### src/rtl/space_pkg.sv
// Shared definitions for the space game input path.
// Holds the default timing parameters (50 MHz system clock), the state
// encodings of the move and fire FSMs, and a small helper used to size
// counters from the largest timing parameter.
package space_pkg;

    // Default timing, in system clock cycles
    localparam int unsigned DEB_CYCLES_DEF    = 32'd500_000;
    localparam int unsigned REPEAT_DELAY_DEF  = 32'd15_000_000;
    localparam int unsigned REPEAT_PERIOD_DEF = 32'd2_500_000;
    localparam int unsigned FIRE_COOLDOWN_DEF = 32'd12_500_000;

    // Move FSM: idle, waiting for the first auto-repeat, auto-repeating
    typedef enum logic [1:0] {
        MV_IDLE   = 2'd0,
        MV_DELAY  = 2'd1,
        MV_REPEAT = 2'd2
    } mv_state_e;

    // Fire FSM: ready to accept a press, or cooling down after a shot
    typedef enum logic {
        FR_READY = 1'b0,
        FR_COOL  = 1'b1
    } fr_state_e;

    // Larger of two unsigned values, used for elaboration-time sizing
    function automatic int unsigned max_u(input int unsigned a, input int unsigned b);
        return (a > b) ? a : b;
    endfunction

endpackage

### src/rtl/input_cond_debounce_ch.sv
// debounce_ch: one pushbutton channel.
// Two-flop synchroniser followed by a stability-counter debouncer.
// The debounced level only changes after the synchronised input has
// differed from it for DEB_CYCLES consecutive cycles; any shorter glitch
// clears the counter and leaves the level alone.
// Ports:
//   clk     system clock
//   reset_n asynchronous active-low reset
//   raw     raw button, active-high, asynchronous to clk
//   lvl     debounced level (registered)
//   rise    one-cycle pulse in the first cycle lvl reads 1 (registered)
module debounce_ch
    import space_pkg::*;
#(
    parameter int unsigned DEB_CYCLES = DEB_CYCLES_DEF
) (
    input  logic clk,
    input  logic reset_n,
    input  logic raw,
    output logic lvl,
    output logic rise
);

    localparam int unsigned CW = $clog2(DEB_CYCLES);

    logic [1:0]    sync_q;
    logic          s_s;
    logic          lvl_q, lvl_d;
    logic          rise_q, rise_d;
    logic [CW-1:0] cnt_q, cnt_d;

    // Bit 1 of the synchroniser is the only copy of the button seen downstream
    assign s_s = sync_q[1];

    // Two-flop synchroniser for the asynchronous button input
    always_ff @(posedge clk or negedge reset_n) begin
        if (!reset_n) begin
            sync_q <= 2'b00;
        end else begin
            sync_q <= {sync_q[0], raw};
        end
    end

    // Stability counter: accept the new level on the DEB_CYCLES-th differing sample
    always_comb begin
        lvl_d  = lvl_q;
        cnt_d  = cnt_q;
        rise_d = 1'b0;
        if (s_s == lvl_q) begin
            cnt_d = {CW{1'b0}};
        end else if (cnt_q == CW'(DEB_CYCLES - 32'd1)) begin
            lvl_d  = s_s;
            cnt_d  = {CW{1'b0}};
            rise_d = s_s;
        end else begin
            cnt_d = cnt_q + CW'(1);
        end
    end

    // Debounce state registers
    always_ff @(posedge clk or negedge reset_n) begin
        if (!reset_n) begin
            lvl_q  <= 1'b0;
            rise_q <= 1'b0;
            cnt_q  <= {CW{1'b0}};
        end else begin
            lvl_q  <= lvl_d;
            rise_q <= rise_d;
            cnt_q  <= cnt_d;
        end
    end

    assign lvl  = lvl_q;
    assign rise = rise_q;

endmodule

### src/rtl/input_cond.sv
// input_cond: conditions the left/right/fire pushbuttons for the ship and
// bullet logic. Each button is synchronised and debounced by a debounce_ch.
// Left/right drive a move FSM that emits a step pulse on press, then
// auto-repeats after REPEAT_DELAY and every REPEAT_PERIOD while held.
// Fire drives a one-shot with a cooldown; presses during the cooldown are
// dropped, and a fresh rising edge is needed afterwards.
// Ports:
//   clk, reset_n                      clock, asynchronous active-low reset
//   btn_left, btn_right, btn_fire     raw active-high buttons
//   left_lvl, right_lvl, fire_lvl     debounced levels
//   move_left, move_right             one-cycle step pulses (never both)
//   fire_pulse                        one-cycle launch pulse
//   fire_ready                        1 when a new fire press will be accepted
module input_cond
    import space_pkg::*;
#(
    parameter int unsigned DEB_CYCLES    = DEB_CYCLES_DEF,
    parameter int unsigned REPEAT_DELAY  = REPEAT_DELAY_DEF,
    parameter int unsigned REPEAT_PERIOD = REPEAT_PERIOD_DEF,
    parameter int unsigned FIRE_COOLDOWN = FIRE_COOLDOWN_DEF
) (
    input  logic clk,
    input  logic reset_n,
    input  logic btn_left,
    input  logic btn_right,
    input  logic btn_fire,
    output logic left_lvl,
    output logic right_lvl,
    output logic fire_lvl,
    output logic move_left,
    output logic move_right,
    output logic fire_pulse,
    output logic fire_ready
);

    // One width for both timers, large enough for the biggest reload value
    localparam int unsigned TW =
        $clog2(max_u(max_u(REPEAT_DELAY, REPEAT_PERIOD), FIRE_COOLDOWN));

    logic left_lvl_s, right_lvl_s, fire_lvl_s;
    logic fire_rise_s;
    logic left_rise_unused, right_rise_unused;

    debounce_ch #(.DEB_CYCLES(DEB_CYCLES)) u_deb_left (
        .clk     (clk),
        .reset_n (reset_n),
        .raw     (btn_left),
        .lvl     (left_lvl_s),
        .rise    (left_rise_unused)
    );

    debounce_ch #(.DEB_CYCLES(DEB_CYCLES)) u_deb_right (
        .clk     (clk),
        .reset_n (reset_n),
        .raw     (btn_right),
        .lvl     (right_lvl_s),
        .rise    (right_rise_unused)
    );

    debounce_ch #(.DEB_CYCLES(DEB_CYCLES)) u_deb_fire (
        .clk     (clk),
        .reset_n (reset_n),
        .raw     (btn_fire),
        .lvl     (fire_lvl_s),
        .rise    (fire_rise_s)
    );

    // A direction counts only when pressed alone; both held means no motion
    logic dir_l_s, dir_r_s, dir_ok_s;
    assign dir_l_s = left_lvl_s & ~right_lvl_s;
    assign dir_r_s = right_lvl_s & ~left_lvl_s;

    mv_state_e     mv_state_q, mv_state_d;
    logic [TW-1:0] mv_timer_q, mv_timer_d;
    logic          mv_dir_q, mv_dir_d;   // latched direction, 1 = right
    logic          move_left_q, move_left_d;
    logic          move_right_q, move_right_d;

    // Is the direction latched at the first pulse still the active one?
    assign dir_ok_s = mv_dir_q ? dir_r_s : dir_l_s;

    // Move FSM next state: first pulse, delay to auto-repeat, periodic repeat
    always_comb begin
        mv_state_d   = mv_state_q;
        mv_timer_d   = mv_timer_q;
        mv_dir_d     = mv_dir_q;
        move_left_d  = 1'b0;
        move_right_d = 1'b0;
        case (mv_state_q)
            MV_IDLE: begin
                if (dir_l_s || dir_r_s) begin
                    mv_dir_d     = dir_r_s;
                    move_left_d  = dir_l_s;
                    move_right_d = dir_r_s;
                    mv_timer_d   = TW'(REPEAT_DELAY - 32'd1);
                    mv_state_d   = MV_DELAY;
                end else begin
                    mv_timer_d = {TW{1'b0}};
                end
            end
            MV_DELAY, MV_REPEAT: begin
                // Release, both-held and swap all end the run here; a swap
                // then restarts from IDLE as a fresh press.
                if (!dir_ok_s) begin
                    mv_state_d = MV_IDLE;
                    mv_timer_d = {TW{1'b0}};
                end else if (mv_timer_q == {TW{1'b0}}) begin
                    move_left_d  = ~mv_dir_q;
                    move_right_d = mv_dir_q;
                    mv_timer_d   = TW'(REPEAT_PERIOD - 32'd1);
                    mv_state_d   = MV_REPEAT;
                end else begin
                    mv_timer_d = mv_timer_q - TW'(1);
                end
            end
            default: begin
                mv_state_d = MV_IDLE;
                mv_timer_d = {TW{1'b0}};
            end
        endcase
    end

    // Move FSM registers
    always_ff @(posedge clk or negedge reset_n) begin
        if (!reset_n) begin
            mv_state_q   <= MV_IDLE;
            mv_timer_q   <= {TW{1'b0}};
            mv_dir_q     <= 1'b0;
            move_left_q  <= 1'b0;
            move_right_q <= 1'b0;
        end else begin
            mv_state_q   <= mv_state_d;
            mv_timer_q   <= mv_timer_d;
            mv_dir_q     <= mv_dir_d;
            move_left_q  <= move_left_d;
            move_right_q <= move_right_d;
        end
    end

    fr_state_e     fr_state_q, fr_state_d;
    logic [TW-1:0] cool_q, cool_d;
    logic          fire_pulse_q, fire_pulse_d;
    logic          fire_ready_q, fire_ready_d;

    // Fire FSM next state: a rise is only honoured in READY, never queued
    always_comb begin
        fr_state_d   = fr_state_q;
        cool_d       = cool_q;
        fire_pulse_d = 1'b0;
        fire_ready_d = fire_ready_q;
        case (fr_state_q)
            FR_READY: begin
                if (fire_rise_s) begin
                    fire_pulse_d = 1'b1;
                    cool_d       = TW'(FIRE_COOLDOWN - 32'd1);
                    fire_ready_d = 1'b0;
                    fr_state_d   = FR_COOL;
                end else begin
                    fire_ready_d = 1'b1;
                end
            end
            FR_COOL: begin
                if (cool_q == {TW{1'b0}}) begin
                    fire_ready_d = 1'b1;
                    fr_state_d   = FR_READY;
                end else begin
                    cool_d = cool_q - TW'(1);
                end
            end
            default: begin
                fr_state_d   = FR_READY;
                cool_d       = {TW{1'b0}};
                fire_ready_d = 1'b1;
            end
        endcase
    end

    // Fire FSM registers; fire_ready comes out of reset as 1
    always_ff @(posedge clk or negedge reset_n) begin
        if (!reset_n) begin
            fr_state_q   <= FR_READY;
            cool_q       <= {TW{1'b0}};
            fire_pulse_q <= 1'b0;
            fire_ready_q <= 1'b1;
        end else begin
            fr_state_q   <= fr_state_d;
            cool_q       <= cool_d;
            fire_pulse_q <= fire_pulse_d;
            fire_ready_q <= fire_ready_d;
        end
    end

    assign left_lvl   = left_lvl_s;
    assign right_lvl  = right_lvl_s;
    assign fire_lvl   = fire_lvl_s;
    assign move_left  = move_left_q;
    assign move_right = move_right_q;
    assign fire_pulse = fire_pulse_q;
    assign fire_ready = fire_ready_q;

endmodule

### config.mk
export PLATFORM = sky130hd
export DESIGN_NAME = input_cond
export DESIGN_NICKNAME = d
export VERILOG_FILES = /design/src/rtl/space_pkg.sv /design/src/rtl/input_cond_debounce_ch.sv /design/src/rtl/input_cond.sv
export SDC_FILE = /design/constraint.sdc
export NUM_CORES = 1
export LEC_CHECK = 0
export CAP_MARGIN = 20
export CORE_MARGIN = 1
export CORE_UTILIZATION = 44
export DETAILED_ROUTE_END_ITERATION = 7
export MAX_ROUTING_LAYER = met4
export PLACE_DENSITY = 0.62
export SYNTH_ARGS = -nofsm -noshare
export SYNTH_HDL_FRONTEND = slang
export SYNTH_SLANG_ARGS = --single-unit
### constraint.sdc
create_clock -name clk -period 4.7 [get_ports clk]
set_clock_uncertainty 0.1 [all_clocks]
set_input_delay 0.47 -clock clk [delete_from_list [all_inputs] [get_ports clk]]
set_output_delay 0.47 -clock clk [all_outputs]
set_load 0.005 [all_outputs]
==> impl_results.md <==
- Maxcap violations: 0
- Die Wd: 118.5 um
- Initial antenna violation count: 0
- PortBufs: 11
- Ys Warns: 0
- Arr. time, crit path: 2.75 ns
- CTS tree: built
- RSZ-0062 raised after global routing: false
- Yosys cell types: 57
- Largest net degree at the start of global routing: 56
- DIE AREA: 0.01404 mm^2
- Via Count: 4,222
- Share of cells above drive strength 1: 7.778%
- Power per cell area: 346.4 mW/mm^2
- CTS Buf Count: 17
- Crit path time final: 2.599 ns
- Final wirelength: 11.05 mm
- CTS H-tree depth: 4
- Data required, critical path: 4.85 ns
- Worst setup EP type: flop
- WL/cell: 13.71 um
- Leak pwr: 3.205 nW
- CP Buf/Inv Count: 0
- Worst Setup Start Kind: flop
- Later-pin clock latency in the skew report: 0.41 ns
- Layout fillers: 1,204
- Critical path cell sequence: or4_1 > nand2b_4 > or4_4 > nand2_1 > o21ai_0
- Ports: 12
- Initial Utilization: 45.09%
- EDFF count, synth: 0
- Syn Std Cell Area: 0.005971 mm^2
- Yosys top cell area share: 51.13%
- Yosys top cell by area: dfrtp_1
- Synth area leaders: dfrtp_1 51%, nor2_1 6.3%, xnor2_1 5.9%
- Root buf cell: clkbuf_16
- Sequential share of the synthesized area: 51.57%
- Maximum clock path buffer count: 2
- Post-synth top flop: dfrtp_1
- Total power: 2.359 mW
- Hold Fails Final Rpt: 0
- Mapped Avg Cell Area: 9.918 um^2
- Mapped Cells: 602
- CP delay by family, top: simple AND/OR/NAND/NOR gates
- First-pass iteration count of the detailed router: 4
- Peak VDD IR: 0.2204 mV
- DRT iter0 DRCs: 294
- Final ANT Viol Nets: 0
- Tcrit/Tclk final: 55.31%
- Antenna cells: 0
- Total GRT Usage: 17.98%
- Slew Limit Fails: 0
- Layout area overhead: 14.04%
- Core Area: 0.01324 mm^2
- Most frequent cells after synthesis: 122 x dfrtp_1, 101 x nor2_1, 59 x nand2_1
- Worst reg2reg setup slack: 2.10 ns
- First-pass GRT wire length: 19.34 mm
- # rows: 42
- Nets: 636
- Mapped Nets: 619
- Clk sink count: 123
- Via/cell ratio: 5.238
- Hold-fix buffers, CTS: 1
- Fmax: 384.7 MHz
- GPL Wtd Cong: 0.7957
- Path category of the worst min-delay check: reg2reg
- Clk slew on worst S/H paths: 0.05 ns
- Post-DP HPWL: 7.239 mm
- Chip height: 118.5 um
- Finish-stage setup viols: 0
- Drt drc: 0
- Status: finished clean
- Worst Setup Path Type: reg2reg
- Cts repair resizes: 0
- Vias in the first global route: 4,212
- Crit-path slowest cell: or4_1
- Max stage delay on crit path: 0.63 ns
- Slew @ Worst Pin: 0.8170 ns
- Count of state elements after synthesis: 123
- Crit Path Max Fanout: 12
- Most numerous cell in the Yosys netlist: dfrtp_1
- Async S/R FF share, synth: 100.0%
- Setup_tns: 0 ns
- Worst slew margin: 45.11%
- Gr ovfl total: 0
- Number of setup buffers added after CTS: 0
[layout make-up]
cell class                 instances  area, um^2  share of cell area (%)
inverter                          17       63.81                  0.9372
tap                              176       220.2                   3.234
multi-input combinational        446        2755                   40.46
sequential                       123        3079                   45.22
timing repair buffer              14       132.6                   1.948
clock inverter                     9       97.59                   1.433
clock buffer                      21       460.4                   6.762
[path summary, 6_finish.rpt]
| path | from | to | cells after the start |
|---|---|---|---|
| worst max register to register | mv_timer_q[15] | mv_timer_q[23] | 5 |
| min in group asynchronous | reset_n | mv_timer_q[14] | 2 |
| worst min register to register | u_deb_left.sync_q[0] | u_deb_left.sync_q[1] | 0 |
| worst max-delay path | mv_timer_q[15] | mv_timer_q[23] | 5 |
| worst min-delay path | u_deb_left.sync_q[0] | u_deb_left.sync_q[1] | 0 |
| max in group asynchronous | reset_n | u_deb_right.cnt_q[14] | 3 |
[sequential cells by signal, summed over array words and instances (netlist names), 2 cells and up]
signal and count:
u_deb_left.sync_q 2, u_deb_fire.sync_q 2, u_deb_fire.cnt_q 19, mv_state_q 2, u_deb_right.sync_q 2, mv_timer_q 24, u_deb_right.cnt_q 19, cool_q 24
u_deb_left.cnt_q 19
[per-layer routing]
metal / wire length, um / GRT usage (%) / part of all wire (%) / vias up
li1: - / - / - / 2110
met1: 5366 / 21.97 / 49 / 2044
met2: 5158 / 27.94 / 47 / 53
met3: 381 / 5.647 / 3.4 / 15
met4: 144 / 6.804 / 1.3 / 0
met5: 0 / - / 0 / -
[logic make-up after synthesis]
logic type | count (synthesis) | synth area share (%)
AOI/OAI and AO/OA | 48 | 5.449
buffers and inverters | 33 | 2.284
DFF | 123 | 51.57
and+or+nand+nor | 298 | 25.00
xor gates and xnor gates | 78 | 11.44
adders and majority gates | 12 | 2.515
muxes | 10 | 1.739
[report_power, final]
group	leakage (nW)	internal (mW)	switching [mW]	total, mW
clock	0.278	0.794	0.442	1.24
combinational	1.23	0.0119	0.0331	0.0449
sequential	1.69	1.07	0.00784	1.08
[per-stage QoR]
step                      area [um^2]  worst slack [ns]  util (%)  hold slack, ns  cells
after CTS                        6809             2.080     51.42          0.2522    806
after floorplan                  5971             2.451         -         0.07441    602
final                            6809             2.101     51.42          0.2514    806
after global placement           6241             2.156     47.13          0.2284    775
after detailed placement         6241             2.042     47.13          0.2286    775
after global routing             6809             1.767     51.42          0.2680    806
[cell usage in the layout (no fill, tap or decap), types with 4 or more instances in the layout]
| cell type | n |
|---|---|
| xor2_1 | 38 |
| xnor2_1 | 40 |
| and3_1 | 14 |
| nand2_1 | 59 |
| ha_1 | 12 |
| nor4_2 | 4 |
| clkinv_2 | 6 |
| o31ai_1 | 5 |
| or4_1 | 5 |
| clkbuf_16 | 17 |
| or3_1 | 4 |
| mux2i_1 | 7 |
| clkdlybuf4s50_1 | 10 |
| dfrtp_1 | 122 |
| nor2b_1 | 4 |
| a21oi_1 | 5 |
| nor3_1 | 21 |
| o21ai_0 | 13 |
| nand4_1 | 19 |
| inv_1 | 16 |
| nor4_1 | 10 |
| nor2_1 | 101 |
| nand3_1 | 29 |
Power figures use the tool's default switching activity.
==> RTL edit (same flow settings) <==
`REPEAT_PERIOD_DEF`: 32'd2_500_000 -> 32'd10000000.
--- a/src/rtl/space_pkg.sv
+++ b/src/rtl/space_pkg.sv
@@ -7,7 +7,7 @@
     // Default timing, in system clock cycles
     localparam int unsigned DEB_CYCLES_DEF    = 32'd500_000;
     localparam int unsigned REPEAT_DELAY_DEF  = 32'd15_000_000;
-    localparam int unsigned REPEAT_PERIOD_DEF = 32'd2_500_000;
+    localparam int unsigned REPEAT_PERIOD_DEF = 32'd10000000;
     localparam int unsigned FIRE_COOLDOWN_DEF = 32'd12_500_000;
 
     // Move FSM: idle, waiting for the first auto-repeat, auto-repeating
Formal check against the unedited RTL: same outputs for any inputs over 10 cycles, from zero or initial values and one cycle with reset_n low; that may be too few to reach the edited logic, so the function may still have changed.
==> RTL edit against the original RTL <==
  * Design area is 2.9% higher
  * Synthesized cell count increased by 4.5%
  * Area after synthesis increased by 3.2%
  * Sequential cell count did not move
  * Die area increased by 3.1%
  * Setup slack got worse by 0.22 ns
  * Final cell count up 3.6%
  * Total power shrank 1.4%
  * Critical path type unchanged
  * Wire length up 6.9%
==> RTL edit: results (changes against the original RTL) <==
[run_status]
outcome = finished, final reports clean

[synth]
yosysUniqueCellTypes = 61  ; +7.0%
synth_fp_nets = 646  ; +4.4%
async_reset_ff_share_pct = 100  ; unchanged
synth_cells = 629  ; +4.5%
ys_seq_area_share_pct = 50.0  ; -1.6 points
synth_area_leaders = dfrtp_1 (50%), nor2_1 (6.6%), xor2_1 (6.1%)
synth_common_cells = dfrtp_1 (122), nor2_1 (108), xor2_1 (43)
ys_warn_count = 0  ; unchanged

[global_route]
antenna_found_initial = 0  ; unchanged
grt_first_pass_wirelength_um = 20800  ; +7.4%
grt_pass1_vias = 4424  ; +5.0%
grt_use_total_pct = 18.7  ; +0.68 points
grt_max_degree = 58  ; +3.6%

[routing]
via_per_inst = 5.43  ; +3.8%
drt-initial-drc-count = 322  ; +9.5%
first_pass_iters = 5  ; +1
routed_wl_um = 11800  ; +6.9%

[layout]
final_layout_size_suffix_gt1_share_pct = 8.35  ; +0.57 points
layoutNonFillerInstCount = 835  ; +3.6%
top_regs = cool_q: 24 flops, mv_timer_q: 24 flops
antenna_cells = 0  ; unchanged
nets = 663  ; +4.2%

[placement]
dp_hpwl_um = 7920  ; +9.5%
dp.cells = 802  ; +3.5%
placed_area_um2 = 6430  ; +3.1%
dp_slack_ns = 1.89  ; -0.154 ns
place.gp.congestion = 0.802  ; +0.74%

[clocking]
h-tree-depth = 4  ; unchanged
clockRootBuffer = clkbuf_16
clk_pin_slew_ns = 0.05  ; about the same
cts_buffers = 17  ; unchanged
cts_post_setup_buffers_inserted = 0  ; unchanged
clockBufferDepth = 2  ; unchanged

[power]
p_leak_nw = 3.26  ; +1.7%
pwr-share-comb_pct = 1.9  ; about the same
swShare_pct = 21.6  ; +1.2 points
ir_worst_vdd_mv = 0.333  ; +51%
power_density_nw_per_um2 = 332  ; -4.1%
seqPwrFrac_pct = 46.3  ; +0.6 points

[sta]
maxSlewViolCount = 0  ; unchanged
slew_headroom_pct = 49.2  ; +4.1 points

[setup_path]
path_max_fanout = 11  ; -1
arrival_ns = 2.98  ; +0.23 ns

[hold_path]
hold_path_class = register to register

RTL edit: cell type report:
cell class,instances,area [um^2]
clock buffers,23,498
clock inverters,9,63.8
fillers,1246,6450
inverters,18,67.6
multi-input cells,472,2940
flip-flops and latches,123,3080
well taps,176,220
repair buffers,14,133
RTL edit: metal layers:
layer / vias up / GRT usage [%] / part of all wire, %
li1: 2251 / - / -
met4: 0 / 6.56 / 1.2
met3: 11 / 4.81 / 3.3
met2: 61 / 27.8 / 45
met5: - / - / 0
met1: 2215 / 24.7 / 50
RTL edit: final timing paths:
path	start	to	slack, ns	cells after the start
worst max-delay path	cool_q[0]	cool_q[4]	1.88	7
worst min-delay path	u_deb_fire.sync_q[0]	u_deb_fire.sync_q[1]	0.25	0
worst max register to register	cool_q[0]	cool_q[4]	1.88	7
worst min register to register	u_deb_fire.sync_q[0]	u_deb_fire.sync_q[1]	0.25	0
max in group asynchronous	reset_n	cool_q[3]	3.10	3
min in group asynchronous	reset_n	mv_timer_q[8]	0.40	2
RTL edit: worst max-delay path, cell delays in order (launching register included):
cell and delay (ns):
dfrtp_1 0.41, inv_1 0.07, ha_1 0.24, or4b_1 0.62, nor4_4 0.52, a21oi_2 0.25
a311oi_1 0.38, a41oi_1 0.08
RTL edit: cell families (layout without fill, tap and decap cells):
kind of cell    after synthesis  count (layout)  synth area share [%]
buf+inv                      34              64                  2.23
flops                       123             123                  50.0
xor+xnor                     73              73                  10.4
fa+ha+maj                    12              12                  2.44
mux                           7               7                  1.18
simple gates                299             299                  25.3
compound gates               81              81                  8.51
RTL edit: repair_timing:
item                      CTS  global route
hold endpoints to repair   19             0
hold buffers                1             0
resized for setup           0             0
